File: src/rtl/alu_pkg.sv
// Shared definitions for the ALU sequencing controller: ALU function codes
// and the controller's state encoding.
package alu_pkg;

    localparam logic [5:0] OP_SLL  = 6'h00;
    localparam logic [5:0] OP_SRL  = 6'h02;
    localparam logic [5:0] OP_SRA  = 6'h03;
    localparam logic [5:0] OP_ADD  = 6'h20;
    localparam logic [5:0] OP_ADDU = 6'h21;
    localparam logic [5:0] OP_SUB  = 6'h22;
    localparam logic [5:0] OP_SUBU = 6'h23;
    localparam logic [5:0] OP_AND  = 6'h24;
    localparam logic [5:0] OP_OR   = 6'h25;
    localparam logic [5:0] OP_XOR  = 6'h26;
    localparam logic [5:0] OP_NOR  = 6'h27;
    localparam logic [5:0] OP_SLT  = 6'h2a;
    localparam logic [5:0] OP_SEQ  = 6'h2b;

    typedef enum logic [1:0] {
        ST_IDLE = 2'd0,
        ST_WAIT = 2'd1,
        ST_RESP = 2'd2
    } state_t;

endpackage

File: src/rtl/alu_arbiter_if.sv
// Bundle of the two request/response channels plus the ALU-facing signals.
// The slave modport is the controller; the master modport is its environment.
interface alu_arbiter_if #(
    parameter int W   = 32,
    parameter int OPW = 6
);
    logic           req0_valid;
    logic           req0_ready;
    logic [OPW-1:0] req0_op;
    logic [W-1:0]   req0_a;
    logic [W-1:0]   req0_b;
    logic           req1_valid;
    logic           req1_ready;
    logic [OPW-1:0] req1_op;
    logic [W-1:0]   req1_a;
    logic [W-1:0]   req1_b;
    logic           resp0_valid;
    logic           resp0_ready;
    logic           resp1_valid;
    logic           resp1_ready;
    logic [W-1:0]   resp_data;
    logic           busy;
    logic [OPW-1:0] alu_op;
    logic [W-1:0]   alu_a;
    logic [W-1:0]   alu_b;
    logic           alu_we;
    logic [W-1:0]   alu_result;

    modport slave (
        input  req0_valid, req0_op, req0_a, req0_b,
        input  req1_valid, req1_op, req1_a, req1_b,
        input  resp0_ready, resp1_ready, alu_result,
        output req0_ready, req1_ready, resp0_valid, resp1_valid,
        output resp_data, busy, alu_op, alu_a, alu_b, alu_we
    );

    modport master (
        output req0_valid, req0_op, req0_a, req0_b,
        output req1_valid, req1_op, req1_a, req1_b,
        output resp0_ready, resp1_ready, alu_result,
        input  req0_ready, req1_ready, resp0_valid, resp1_valid,
        input  resp_data, busy, alu_op, alu_a, alu_b, alu_we
    );

endinterface

File: src/rtl/alu_arbiter_rr_arb2.sv
// Two-way round-robin arbiter. The last-grant pointer moves only when a
// grant is actually issued, so a withdrawn request does not cost a turn.
module rr_arb2 (
    input  logic       clk,
    input  logic       rst,
    input  logic [1:0] req,
    input  logic       enable,
    output logic [1:0] grant
);

    // High when req1 won last, which makes req0 the favoured requester.
    logic last_reg;

    always_comb begin
        grant = 2'b00;
        if (enable) begin
            if (req == 2'b11) begin
                grant = last_reg ? 2'b01 : 2'b10;
            end else begin
                grant = req;
            end
        end
    end

    always_ff @(posedge clk) begin
        if (rst) begin
            last_reg <= 1'b1;
        end else if (|grant) begin
            last_reg <= grant[1];
        end
    end

endmodule

File: src/rtl/alu_arbiter.sv
// Shares one combinational ALU between two requesters: grant, issue with a
// single alu_we toggle, capture the result one cycle later, then hold it
// until the winning requester takes it.
module alu_arbiter
    import alu_pkg::*;
#(
    parameter int W   = 32,
    parameter int OPW = 6
) (
    input  logic           clk,
    input  logic           rst,
    alu_arbiter_if.slave   bus
);

    state_t         state_reg;
    logic           id_reg;
    logic           busy_reg;
    logic [1:0]     resp_valid_reg;
    logic [W-1:0]   resp_data_reg;
    logic [OPW-1:0] alu_op_reg;
    logic [W-1:0]   alu_a_reg;
    logic [W-1:0]   alu_b_reg;
    logic           alu_we_reg;

    logic [1:0]     req_valid;
    logic [1:0]     resp_ready;
    logic [1:0]     resp_fire;
    logic [1:0]     grant;
    logic           idle;
    logic           accept;

    assign req_valid  = {bus.req1_valid, bus.req0_valid};
    assign resp_ready = {bus.resp1_ready, bus.resp0_ready};

    // Grants are withheld during the reset cycle so nothing offered then is taken.
    assign idle   = (state_reg == ST_IDLE) && !rst;
    assign accept = |grant;

    rr_arb2 u_arb (
        .clk    (clk),
        .rst    (rst),
        .req    (req_valid),
        .enable (idle),
        .grant  (grant)
    );

    genvar gi;
    generate
        for (gi = 0; gi < 2; gi++) begin : g_resp
            assign resp_fire[gi] = resp_valid_reg[gi] & resp_ready[gi];
        end
    endgenerate

    always_ff @(posedge clk) begin
        if (rst) begin
            state_reg      <= ST_IDLE;
            id_reg         <= 1'b0;
            busy_reg       <= 1'b0;
            resp_valid_reg <= 2'b00;
            resp_data_reg  <= '0;
            alu_op_reg     <= '0;
            alu_a_reg      <= '0;
            alu_b_reg      <= '0;
            alu_we_reg     <= 1'b0;
        end else begin
            case (state_reg)
                ST_IDLE: begin
                    if (accept) begin
                        alu_op_reg <= grant[1] ? bus.req1_op : bus.req0_op;
                        alu_a_reg  <= grant[1] ? bus.req1_a  : bus.req0_a;
                        alu_b_reg  <= grant[1] ? bus.req1_b  : bus.req0_b;
                        alu_we_reg <= ~alu_we_reg;
                        id_reg     <= grant[1];
                        busy_reg   <= 1'b1;
                        state_reg  <= ST_WAIT;
                    end
                end
                ST_WAIT: begin
                    // The ALU re-evaluated on the toggle issued at accept.
                    resp_data_reg          <= bus.alu_result;
                    resp_valid_reg[id_reg] <= 1'b1;
                    state_reg              <= ST_RESP;
                end
                ST_RESP: begin
                    if (|resp_fire) begin
                        resp_valid_reg <= 2'b00;
                        busy_reg       <= 1'b0;
                        state_reg      <= ST_IDLE;
                    end
                end
                default: begin
                    state_reg <= ST_IDLE;
                end
            endcase
        end
    end

    assign bus.req0_ready  = grant[0];
    assign bus.req1_ready  = grant[1];
    assign bus.resp0_valid = resp_valid_reg[0];
    assign bus.resp1_valid = resp_valid_reg[1];
    assign bus.resp_data   = resp_data_reg;
    assign bus.busy        = busy_reg;
    assign bus.alu_op      = alu_op_reg;
    assign bus.alu_a       = alu_a_reg;
    assign bus.alu_b       = alu_b_reg;
    assign bus.alu_we      = alu_we_reg;

endmodule

File: src/flat_wrapper.sv
// flat-port wrapper written by rule: the top's interface ports become plain ports
module alu_arbiter_flat import alu_pkg::*;
#(
    parameter int W   = 32,
    parameter int OPW = 6
)
  (clk, rst, bus_req0_valid, bus_req0_op, bus_req0_a, bus_req0_b, bus_req1_valid, bus_req1_op, bus_req1_a, bus_req1_b, bus_resp0_ready, bus_resp1_ready, bus_alu_result, bus_req0_ready, bus_req1_ready, bus_resp0_valid, bus_resp1_valid, bus_resp_data, bus_busy, bus_alu_op, bus_alu_a, bus_alu_b, bus_alu_we);
  alu_arbiter_if #(.W(W), .OPW(OPW)) bus_i ();
  input  logic clk;
  input  logic rst;
  input wire logic [$bits(bus_i.req0_valid)-1:0] bus_req0_valid;
  input wire logic [$bits(bus_i.req0_op)-1:0] bus_req0_op;
  input wire logic [$bits(bus_i.req0_a)-1:0] bus_req0_a;
  input wire logic [$bits(bus_i.req0_b)-1:0] bus_req0_b;
  input wire logic [$bits(bus_i.req1_valid)-1:0] bus_req1_valid;
  input wire logic [$bits(bus_i.req1_op)-1:0] bus_req1_op;
  input wire logic [$bits(bus_i.req1_a)-1:0] bus_req1_a;
  input wire logic [$bits(bus_i.req1_b)-1:0] bus_req1_b;
  input wire logic [$bits(bus_i.resp0_ready)-1:0] bus_resp0_ready;
  input wire logic [$bits(bus_i.resp1_ready)-1:0] bus_resp1_ready;
  input wire logic [$bits(bus_i.alu_result)-1:0] bus_alu_result;
  output wire logic [$bits(bus_i.req0_ready)-1:0] bus_req0_ready;
  output wire logic [$bits(bus_i.req1_ready)-1:0] bus_req1_ready;
  output wire logic [$bits(bus_i.resp0_valid)-1:0] bus_resp0_valid;
  output wire logic [$bits(bus_i.resp1_valid)-1:0] bus_resp1_valid;
  output wire logic [$bits(bus_i.resp_data)-1:0] bus_resp_data;
  output wire logic [$bits(bus_i.busy)-1:0] bus_busy;
  output wire logic [$bits(bus_i.alu_op)-1:0] bus_alu_op;
  output wire logic [$bits(bus_i.alu_a)-1:0] bus_alu_a;
  output wire logic [$bits(bus_i.alu_b)-1:0] bus_alu_b;
  output wire logic [$bits(bus_i.alu_we)-1:0] bus_alu_we;
  assign bus_i.req0_valid = bus_req0_valid;
  assign bus_i.req0_op = bus_req0_op;
  assign bus_i.req0_a = bus_req0_a;
  assign bus_i.req0_b = bus_req0_b;
  assign bus_i.req1_valid = bus_req1_valid;
  assign bus_i.req1_op = bus_req1_op;
  assign bus_i.req1_a = bus_req1_a;
  assign bus_i.req1_b = bus_req1_b;
  assign bus_i.resp0_ready = bus_resp0_ready;
  assign bus_i.resp1_ready = bus_resp1_ready;
  assign bus_i.alu_result = bus_alu_result;
  assign bus_req0_ready = bus_i.req0_ready;
  assign bus_req1_ready = bus_i.req1_ready;
  assign bus_resp0_valid = bus_i.resp0_valid;
  assign bus_resp1_valid = bus_i.resp1_valid;
  assign bus_resp_data = bus_i.resp_data;
  assign bus_busy = bus_i.busy;
  assign bus_alu_op = bus_i.alu_op;
  assign bus_alu_a = bus_i.alu_a;
  assign bus_alu_b = bus_i.alu_b;
  assign bus_alu_we = bus_i.alu_we;
  alu_arbiter #(.W(W), .OPW(OPW)) u_core (.clk(clk), .rst(rst), .bus(bus_i));
endmodule
File: config.mk
export PLATFORM = sky130hd
export DESIGN_NAME = alu_arbiter_flat
export DESIGN_NICKNAME = d
export VERILOG_FILES = /design/src/rtl/alu_pkg.sv /design/src/rtl/alu_arbiter_if.sv /design/src/rtl/alu_arbiter_rr_arb2.sv /design/src/rtl/alu_arbiter.sv /design/src/flat_wrapper.sv
export SDC_FILE = /design/constraint.sdc
export NUM_CORES = 1
export LEC_CHECK = 0
export BUFFER_PORTS_ARGS = -buffer_cell sky130_fd_sc_hd__buf_4
export CORE_MARGIN = 2
export CORE_UTILIZATION = 25
export DETAILED_ROUTE_END_ITERATION = 8
export PLACE_DENSITY_LB_ADDON = 0.05
export SYNTH_ARGS = -nofsm -noshare
export SYNTH_HDL_FRONTEND = slang
export SYNTH_SLANG_ARGS = --single-unit
File: constraint.sdc
create_clock -name clk -period 2.1 [get_ports clk]
set_input_delay 0.42 -clock clk [delete_from_list [all_inputs] [get_ports clk]]
set_output_delay 0.42 -clock clk [all_outputs]
set_load 0.05 [all_outputs]
==> results by group <==
Run status
  • Run status: completed

Global routing
  • First-pass GRT wire length: 28500 microns
  • Vias in the first global route: 5337
  • GRT Util Overall: 17.8%
  • Grt ovf: 0
  • Initial antenna violation count: 1
  • Largest net degree at the start of global routing: 108

Timing
  • Final clock skew: 0.00661 ns
  • RSZ-0062 raised after global routing: false
  • Final Hold Fails: 0
  • Maximum clock rate: 491 MHz
  • Max-slew headroom: 16.4%
  • Period minus WS final: 2.04 ns
  • # setup viols final: 0
  • Worst-Margin Slew: 1.25 ns
  • Final setup TNS: 0 ns
  • Max-slew violations: 0
  • Fin crit share: 97.0%

Critical path
  • Startpoint Class: register
  • Reg2reg end: u_core.bus.alu_a[12]
  • Setup crit end: bus_req0_ready
  • R2R cell count: 6
  • Worst path max stage delay: 0.42 ns
  • Critical path startpoint: u_core.state_reg[1]
  • Worst r2r src: u_core.state_reg[1]
  • Crit-path cells: or3_4, a211oi_4, buf_6
  • Arr. time, crit path: 1.62 ns
  • Critical path class: reg -> out
  • Critical path peak fanout: 5
  • Worst path slowest cell: or3_4
  • Flop-to-flop setup slack: 0.21 ns
  • Critical Path RT: 1.68 ns
  • Crit end category: primary output

Synthesis
  • Ys Warns: 0
  • Mapped Nets: 767
  • Mapped cell area: 0.00480 sq mm
  • Number of enable flip-flop cells after synthesis: 0
  • Avg Cell Area, Syn: 8.14 sq um
  • Ys async rst share: 0%
  • Synth Flop Type: dfxtp_1
  • Unique masters post-synth: 27
  • Seq/Total Area, Yosys: 45.9%
  • Synthesized flop and latch total: 110
  • Syn Inst Count: 589

Hold path
  • Hold Startpoint: bus_alu_result[25]
  • Min-delay worst type: in -> reg

Die
  • Initial Util: 25.6%
  • Site row count: 50
  • Die area: 0.0203 sq mm
  • IO Pins: 286
  • Placeable core region: 0.0188 sq mm
  • Die X: 143 microns
  • Die Height: 143 microns

Pwr
  • P per Cell Area: 837 mW/mm^2
  • Peak supply drop: 0.383 mV
  • Static leakage: 0.00306 uW

Clock network
  • Root Buffer: clkbuf_16
  • Number of H-tree levels: 3
  • CTS tree: yes
  • Clock-pin slew on the worst setup and hold paths: 0.08 ns
  • Total CTS buffers: 9
  • Clock sinks: 110
  • Clock Tree Buf Depth: 2
  • Post-cts hold buffer count: 0
  • Clk_lat worst skew: 0.35 ns

Job
  • Max_cap viols: 0

Drt
  • Routed vias: 5509
  • Routed WL: 19000 microns
  • Routed WL per cell: 17.7 microns
  • DR pass1 iterations: 5
  • Vias/cell: 5.12
  • Post-route ant nets: 0
  • DRT iter0 DRCs: 248
  • DRC viols: 0

Cells and area
  • Layout cells sized above 1: 39.6%
  • Area Overhead vs Synth: 56.3%
  • Nets: 1013
  • Layout fillers: 1925
  • Reg area: 0.00221 sq mm
  • Util after Layout: 39.9%
  • Area of the multi-input gates: 0.00228 sq mm

Placement
  • IO Port Bufs: 285
  • Routability cong.: 0.771
  • Post-DP HPWL: 12700 microns
worst max-delay path, delay by kind of cell (launching register included):
family                 cells  cell delay [ns]
and+or+nand+nor            1             0.42
DFF                        1             0.36
AOI/OAI and AO/OA          1             0.28
buffers and inverters      1             0.20
worst min-delay path by stage:
stage / slack, ns / to / depth (start not counted)
after floorplan: 0.48 / u_core.id_reg / 2
after detailed placement: 0.45 / u_core.bus.busy / 1
after global routing: 0.30 / u_core.bus.resp_data[25] / 3
final: 0.31 / u_core.bus.resp_data[25] / 3
after CTS: 0.29 / u_core.bus.resp_data[20] / 3
after global placement: 0.44 / u_core.bus.resp_data[10] / 2
final cells by class:
type | count | share of cell area (%)
Antenna cell | 1 | 0.0334
Clock buffer | 9 | 3.00
Clock inverter | 7 | 1.05
Inverter | 3 | 0.150
Multi-Input combinational cell | 404 | 30.5
Sequential cell | 110 | 29.4
Tap cell | 234 | 3.91
Timing Repair Buffer | 307 | 32.0
through the flow:
stage | hold WS, ns | area, sq um | setup WS [ns] | std cells | power [uW]
CTS | 0.291 | 7440 | 0.0173 | 1067 | 6330
global placement | 0.444 | 7120 | 0.138 | 1051 | 4510
finish | 0.309 | 7500 | 0.0640 | 1075 | 6270
global route | 0.300 | 7490 | 0.00257 | 1074 | 6580
detailed placement | 0.446 | 7120 | 0.107 | 1051 | 4530
floorplan | 0.479 | 4800 | -0.0891 | 589 | 3730
per-layer routing:
metal	GRT usage, %	routed length (microns)	vias up
li1	-	-	2682
met1	21.4	8070	2583
met2	29.3	8870	211
met3	5.35	1520	33
met4	7.87	585	0
met5	0	0	-
logic make-up after synthesis:
| group | synth area share (%) |
|---|---|
| buffers and inverters | 7.10 |
| DFF | 45.9 |
| and+or+nand+nor | 14.1 |
| AOI/OAI and AO/OA | 32.8 |
Yosys cell counts, types with 3 or more instances:
library cell | instances | share of area, %
nand3_1 | 70 | 7.3
nor2b_1 | 4 | 0.52
clkbuf_1 | 51 | 4.0
buf_4 | 11 | 1.7
a21oi_1 | 108 | 11
buf_2 | 8 | 0.83
nor2_1 | 3 | 0.23
dfxtp_1 | 110 | 46
o21ai_0 | 72 | 7.5
nand2_1 | 64 | 5.0
inv_1 | 3 | 0.23
a311oi_1 | 70 | 13
power breakdown:
| group | leakage [uW] | total, uW | internal, uW | switching (uW) |
|---|---|---|---|---|
| registers | 0.000906 | 2400 | 2290 | 114 |
| clock network | 0.000151 | 1790 | 943 | 845 |
| logic | 0.00200 | 2090 | 739 | 1350 |
layout by cell type (no fill, tap or decap), drive strengths merged, types with 2 or more instances in the layout:
master    n
buf     307
dfxtp   110
a21oi   108
o21ai    72
nand3    70
a311oi   70
nand2    64
clkbuf    9
inv       6
nor2b     4
nor2      4
clkinv    3
or3       2
repair_timing:
action / in CTS / in global routing
pin swaps: 1 / 2
setup buffers: 0 / 7
hold endpoints to repair: 0 / 0
resized for setup: 2 / 2
endpoints found under the setup margin: 1 / 1
Note: power is estimated with default switching activity, not from simulation.
